### config.mk
export PLATFORM = sky130hd
export DESIGN_NAME = multi
export DESIGN_NICKNAME = d
export VERILOG_FILES = /design/src/rtl/arf156b040e2r2w0cbbehbaa4acw_gclk_pkg.sv /design/src/rtl/arf156b040e2r2w0cbbehbaa4acw_rcb_and.sv /design/src/rtl/arf156b040e2r2w0cbbehbaa4acw_rcb_chan_ctl.sv /design/src/rtl/multi.sv
export SDC_FILE = /design/constraint.sdc
export NUM_CORES = 1
export LEC_CHECK = 0
export CORE_MARGIN = 5
export CORE_UTILIZATION = 55
export DETAILED_ROUTE_END_ITERATION = 10
export HOLD_SLACK_MARGIN = 0.1
export PLACE_DENSITY = 0.88
export SYNTH_ARGS = -nofsm -noshare
export SYNTH_HDL_FRONTEND = slang
export SYNTH_SLANG_ARGS = --single-unit
### constraint.sdc
create_clock -name CkGridX1N -period 3.65 [get_ports CkGridX1N]
set_input_delay 0.73 -clock CkGridX1N [delete_from_list [all_inputs] [get_ports CkGridX1N]]
set_output_delay 0.73 -clock CkGridX1N [all_outputs]
set_load 0.01 [all_outputs]
### src/rtl/arf156b040e2r2w0cbbehbaa4acw_gclk_pkg.sv
// Shared types and constants for the multi-channel regional clock buffer.
//   rcb_state_t : per-channel gating FSM encoding
//   DEF_HYST_W  : default width of the hysteresis count
package arf156b040e2r2w0cbbehbaa4acw_gclk_pkg;

   typedef enum logic [1:0] {
      GATED = 2'b00,
      ON    = 2'b01,
      DRAIN = 2'b10
   } rcb_state_t;

   localparam int unsigned DEF_HYST_W = 6;

endpackage

### src/rtl/arf156b040e2r2w0cbbehbaa4acw_rcb_and.sv
// Regional clock AND cell: glitch-free gated clock with LCP qualifiers.
//   ck     : grid clock
//   en     : channel enable (sampled while ck is low)
//   fd, rd : LCP bits, qualify the enable alongside en
//   ckOut  : gated regional clock, low when gated
module arf156b040e2r2w0cbbehbaa4acw_rcb_and (
   input  logic ck,
   input  logic en,
   input  logic fd,
   input  logic rd,
   output logic ckOut
);

   logic enLat;

   // Transparent while the clock is low so the enable cannot change mid-pulse.
   always_latch begin
      if (!ck) enLat <= en & fd & rd;
   end

   assign ckOut = ck & enLat;

endmodule

### src/rtl/arf156b040e2r2w0cbbehbaa4acw_rcb_chan_ctl.sv
// Per-channel gating FSM with idle hysteresis counter.
//   clk          : grid clock
//   rst          : synchronous active-high reset
//   req          : channel request (power enable or override)
//   hystCnt      : hold-off cycles, sampled only on ON -> DRAIN
//   state        : registered FSM state
//   idle         : registered, 1 while the FSM is GATED
//   activeNext_c : combinational, 1 when the next state is not GATED
module arf156b040e2r2w0cbbehbaa4acw_rcb_chan_ctl
   import arf156b040e2r2w0cbbehbaa4acw_gclk_pkg::*;
#(
   parameter int unsigned HYST_W = DEF_HYST_W
) (
   input  logic              clk,
   input  logic              rst,
   input  logic              req,
   input  logic [HYST_W-1:0] hystCnt,
   output rcb_state_t        state,
   output logic              idle,
   output logic              activeNext_c
);

   logic [HYST_W-1:0] cnt;

   // Look-ahead of the next state for the shared popcount.
   always_comb begin
      activeNext_c = 1'b0;
      if (!rst) begin
         case (state)
            GATED:   activeNext_c = req;
            ON:      activeNext_c = req | (hystCnt != '0);
            DRAIN:   activeNext_c = req | (cnt != HYST_W'(1));
            default: activeNext_c = 1'b0;
         endcase
      end
   end

   // State, drain counter and idle flag.
   always_ff @(posedge clk) begin
      if (rst) begin
         state <= GATED;
         cnt   <= '0;
         idle  <= 1'b1;
      end else begin
         case (state)
            GATED: begin
               if (req) begin
                  state <= ON;
                  idle  <= 1'b0;
               end
            end
            ON: begin
               if (!req) begin
                  if (hystCnt == '0) begin
                     state <= GATED;
                     idle  <= 1'b1;
                  end else begin
                     state <= DRAIN;
                     cnt   <= hystCnt;
                  end
               end
            end
            DRAIN: begin
               // Request wins over expiry so the clock stays continuous.
               if (req) begin
                  state <= ON;
                  cnt   <= '0;
               end else if (cnt == HYST_W'(1)) begin
                  state <= GATED;
                  cnt   <= '0;
                  idle  <= 1'b1;
               end else begin
                  cnt <= cnt - HYST_W'(1);
               end
            end
            default: begin
               state <= GATED;
               cnt   <= '0;
               idle  <= 1'b1;
            end
         endcase
      end
   end

endmodule

### src/rtl/multi.sv
// Multi-channel regional clock buffer with per-channel idle hysteresis.
//   CkGridX1N      : grid clock, clocks all state
//   Rst            : synchronous active-high reset
//   RPEn, RPOvrd   : per-channel power enable / force-on override
//   FscanClkUngate : scan ungate, forces every channel clock on
//   HystCnt        : hold-off cycles after a request drops (0 = immediate)
//   Fd, Rd         : per-channel LCP bits forwarded to the AND cell
//   CkRcbX1N       : gated regional clocks
//   RcbIdle        : registered, 1 per channel while GATED
//   ActiveCnt      : registered count of channels not GATED
module multi
   import arf156b040e2r2w0cbbehbaa4acw_gclk_pkg::*;
#(
   parameter int unsigned NUM_CH = 4,
   parameter int unsigned HYST_W = DEF_HYST_W,
   parameter int unsigned CNT_W  = $clog2(NUM_CH + 1)
) (
   input  logic              CkGridX1N,
   input  logic              Rst,
   input  logic [NUM_CH-1:0] RPEn,
   input  logic [NUM_CH-1:0] RPOvrd,
   input  logic              FscanClkUngate,
   input  logic [HYST_W-1:0] HystCnt,
   input  logic [NUM_CH-1:0] Fd,
   input  logic [NUM_CH-1:0] Rd,
   output logic [NUM_CH-1:0] CkRcbX1N,
   output logic [NUM_CH-1:0] RcbIdle,
   output logic [CNT_W-1:0]  ActiveCnt
);

   logic [NUM_CH-1:0] activeNext;
   logic [NUM_CH-1:0] chanEn;
   logic [CNT_W-1:0]  activeSum;

   for (genvar g = 0; g < NUM_CH; g++) begin : gChan
      rcb_state_t chState;

      arf156b040e2r2w0cbbehbaa4acw_rcb_chan_ctl #(
         .HYST_W (HYST_W)
      ) uCtl (
         .clk          (CkGridX1N),
         .rst          (Rst),
         .req          (RPEn[g] | RPOvrd[g]),
         .hystCnt      (HystCnt),
         .state        (chState),
         .idle         (RcbIdle[g]),
         .activeNext_c (activeNext[g])
      );

      // Scan bypasses the FSM without disturbing its state.
      assign chanEn[g] = (chState != GATED) | FscanClkUngate;

      arf156b040e2r2w0cbbehbaa4acw_rcb_and uAnd (
         .ck    (CkGridX1N),
         .en    (chanEn[g]),
         .fd    (Fd[g]),
         .rd    (Rd[g]),
         .ckOut (CkRcbX1N[g])
      );
   end

   // Popcount of channels that will be non-GATED after this edge.
   always_comb begin
      activeSum = '0;
      for (int i = 0; i < int'(NUM_CH); i++) begin
         activeSum = activeSum + CNT_W'(activeNext[i]);
      end
   end

   always_ff @(posedge CkGridX1N) begin
      if (Rst) ActiveCnt <= '0;
      else     ActiveCnt <= activeSum;
   end

endmodule

==> impl_metrics.py <==
metrics = {
    "status": {
        "status": "finished, final reports clean",
    },
    "pwr": {
        "intPower_w": 0.00121,
        "vdd_drop_max_uv": 259,
        "p_seq_share_pct": 29.2,
        "p_sw_share_pct": 40.5,
        "comb_power_share_pct": 48.1,
        "p_switching_w": 0.000824,
        "pwr_density_cell_nw_per_um2": 559,
        "p_leak_nw": 1.36,
        "power.share.clock_pct": 22.7,
    },
    "logic_synthesis": {
        "synth_enable_flop_cells": 0,
        "synth.distinct_cells": 66,
        "synth_seq_cells": 43,
        "synth-main-ff-cell": "dfxtp_1",
        "synth.avg_cell_area_um2": 8.33,
        "synthArstFlopShare_pct": 0,
        "syn_inst": 374,
        "synth_warnings": 0,
        "synthesis.nets": 426,
        "synth_area_um2": 3120,
    },
    "clock_network": {
        "cts_tree": "yes",
        "cts_hold_buf": 0,
        "cts_setup_buffers": 0,
        "clk_latency_ns": 0.41,
        "clk_pin_slew_ns": 0.08,
    },
    "sta": {
        "worst_slew_pin_slew_ns": 0.812,
        "fin_setup_tns_ns": 0,
        "report.final.hold_viol_count": 0,
        "slew_headroom_pct": 45.7,
        "setup_viol": 0,
        "fin_skew_ns": 0.00915,
        "slew_viol_final": 0,
        "rsz0062_at_grt": "false",
    },
    "critical_path": {
        "worstPathCellList": "and2_4, buf_6",
        "path_buf_inv": 1,
        "worstPathRequired_ns": 2.92,
        "cp.arrival_ns": 2.87,
        "path_max_fanout": 1,
        "slowest_delay_ns": 0.40,
        "crit_family": "latches",
        "cpMaxStageDelayCell": "dlxtn_2",
        "end_kind": "output pin",
        "start_kind": "latch",
        "worst-setup-path-type": "latch to output pin",
    },
    "final_layout": {
        "layout_common_cells": "39 x dfxtp_1, 31 x clkdlybuf4s50_1, 27 x inv_1",
        "area_growth_pct": 16.9,
        "drive_above_1_share_pct": 9.73,
        "fillCellCount": 449,
        "antenna_cells": 0,
        "final_common_cell": "dfxtp_1",
        "nets": 461,
        "stdcell_area_um2": 3640,
    },
    "floorplanning": {
        "rows": 27,
        "die_y_um": 85.3,
        "pin_count": 36,
        "core_um2": 5510,
        "die_area_um2": 7270,
        "initial_core_util_pct": 56.6,
        "die_w_um": 85.3,
    },
    "drt": {
        "drt-initial-drc-count": 234,
        "wl_um": 8090,
        "ant_nets": 0,
        "vias": 3049,
        "viasPerCell": 6.31,
        "drc": 0,
        "wire_per_inst_um": 16.7,
        "first_pass_iters": 5,
    },
    "global_routing": {
        "overflow": 0,
        "first_global_vias": 2967,
        "antenna_found_initial": 0,
        "grt_max_degree": 19,
        "grt_use_total_pct": 23.1,
        "grt_pass1_wl_um": 13500,
    },
    "placement": {
        "dp_hpwl_um": 5830,
        "finalWeightedCongestion": 0.902,
        "io_buffers": 35,
        "place_area_um2": 3510,
    },
    "min_path": {
        "min_path_type": "flop to flop",
    },
    "job": {
        "max_cap_viol_count": 0,
    },
}
state kept, by name, summed over array words and instances, names as in the netlist:
signal / flops
ActiveCnt: 3
gChan.uAnd.enLat: 4
gChan.uCtl.cnt: 24
gChan.uCtl.state: 8
gChan.uCtl.idle: 4
worst register-to-register path, delay by kind of cell, from the launching register on:
family / cells / cell delay (ns)
adder cells (fa/ha/maj): 1 / 0.32
buffers and inverters: 1 / 0.10
AO/OA/AOI/OAI: 1 / 0.16
flip-flops: 1 / 0.41
path summary, 6_finish.rpt:
check                         start              endpoint  slack [ns]  depth (start not counted)
max             gChan[1].uAnd.enLat           CkRcbX1N[1]        0.05                          2
max reg2reg  gChan[0].uCtl.state[0]   gChan[0].uAnd.enLat        0.85                          3
min reg2reg    gChan[0].uCtl.cnt[1]  gChan[0].uCtl.cnt[1]        0.48                          2
min            gChan[0].uCtl.cnt[1]  gChan[0].uCtl.cnt[1]        0.48                          2
Yosys cell counts, drive strengths merged (10+ instances only):
master	number	share of area, %
o21ai	18	2.9
ha	26	10
a21oi	23	3.7
nand3	22	3.5
nor3	10	1.8
inv	27	3.3
dfxtp	39	25
buf	11	2.8
clkbuf	11	1.3
nor2	18	2.2
nand2	22	2.7
per-layer routing:
layer	vias up	track usage, %	routed length [um]	part of all wire [%]
met1	1434	28.6	3410	42
met2	122	36.2	3880	48
met5	-	0	0	0
li1	1470	-	-	-
met4	0	11.2	238	2.9
met3	23	7.28	558	6.9
stage by stage:
step	setup slack (ns)	util, %	std cells	hold slack (ns)	total power, W
floorplan	0.517	-	374	0.446	0.00134
CTS	0.0350	65.9	483	0.476	0.00203
detailed placement	0.101	63.8	470	0.464	0.00159
global placement	0.106	63.8	470	0.464	0.00157
finish	0.0505	66.1	483	0.477	0.00204
global route	0.00504	66.1	483	0.490	0.00220
final cells by class:
type                            instances  area [um2]  share of cell area [%]
Clock buffer                           16         161                    4.43
Sequential cell                        43         842                    23.1
Inverter                               27         101                    2.78
Timing Repair Buffer                   42         393                    10.8
Multi-Input combinational cell        282        2050                    56.3
Tap cell                               72        90.1                    2.47
Clock inverter                          1        5.00                   0.137
power groups by stage:
stage / Sequential, W / Clock, W / Combinational (W)
after floorplan: 0.000594 / 0.0000254 / 0.000723
after global placement: 0.000600 / 0.0000295 / 0.000938
after detailed placement: 0.000603 / 0.0000295 / 0.000962
after CTS: 0.000592 / 0.000463 / 0.000970
after global routing: 0.000604 / 0.000508 / 0.00108
final: 0.000594 / 0.000463 / 0.000979
cells by family after synthesis:
| logic type | Yosys count | share of synthesized area, % |
|---|---|---|
| buffers and inverters | 49 | 7.35 |
| flip-flops | 39 | 25.1 |
| AO/OA/AOI/OAI | 122 | 29.4 |
| adder cells (fa/ha/maj) | 27 | 11.1 |
| XOR/XNOR | 4 | 1.12 |
| latches | 4 | 1.93 |
| AND/OR/NAND/NOR | 126 | 23.1 |
| multiplexers | 3 | 0.964 |
what timing repair did:
action | in CTS | in global routing
endpoints found under the setup margin | 8 | 4
hold endpoints to repair | 0 | 0
resized for setup | 16 | 3
pin swaps | 0 | 1
(Power assumes the default switching activity.)
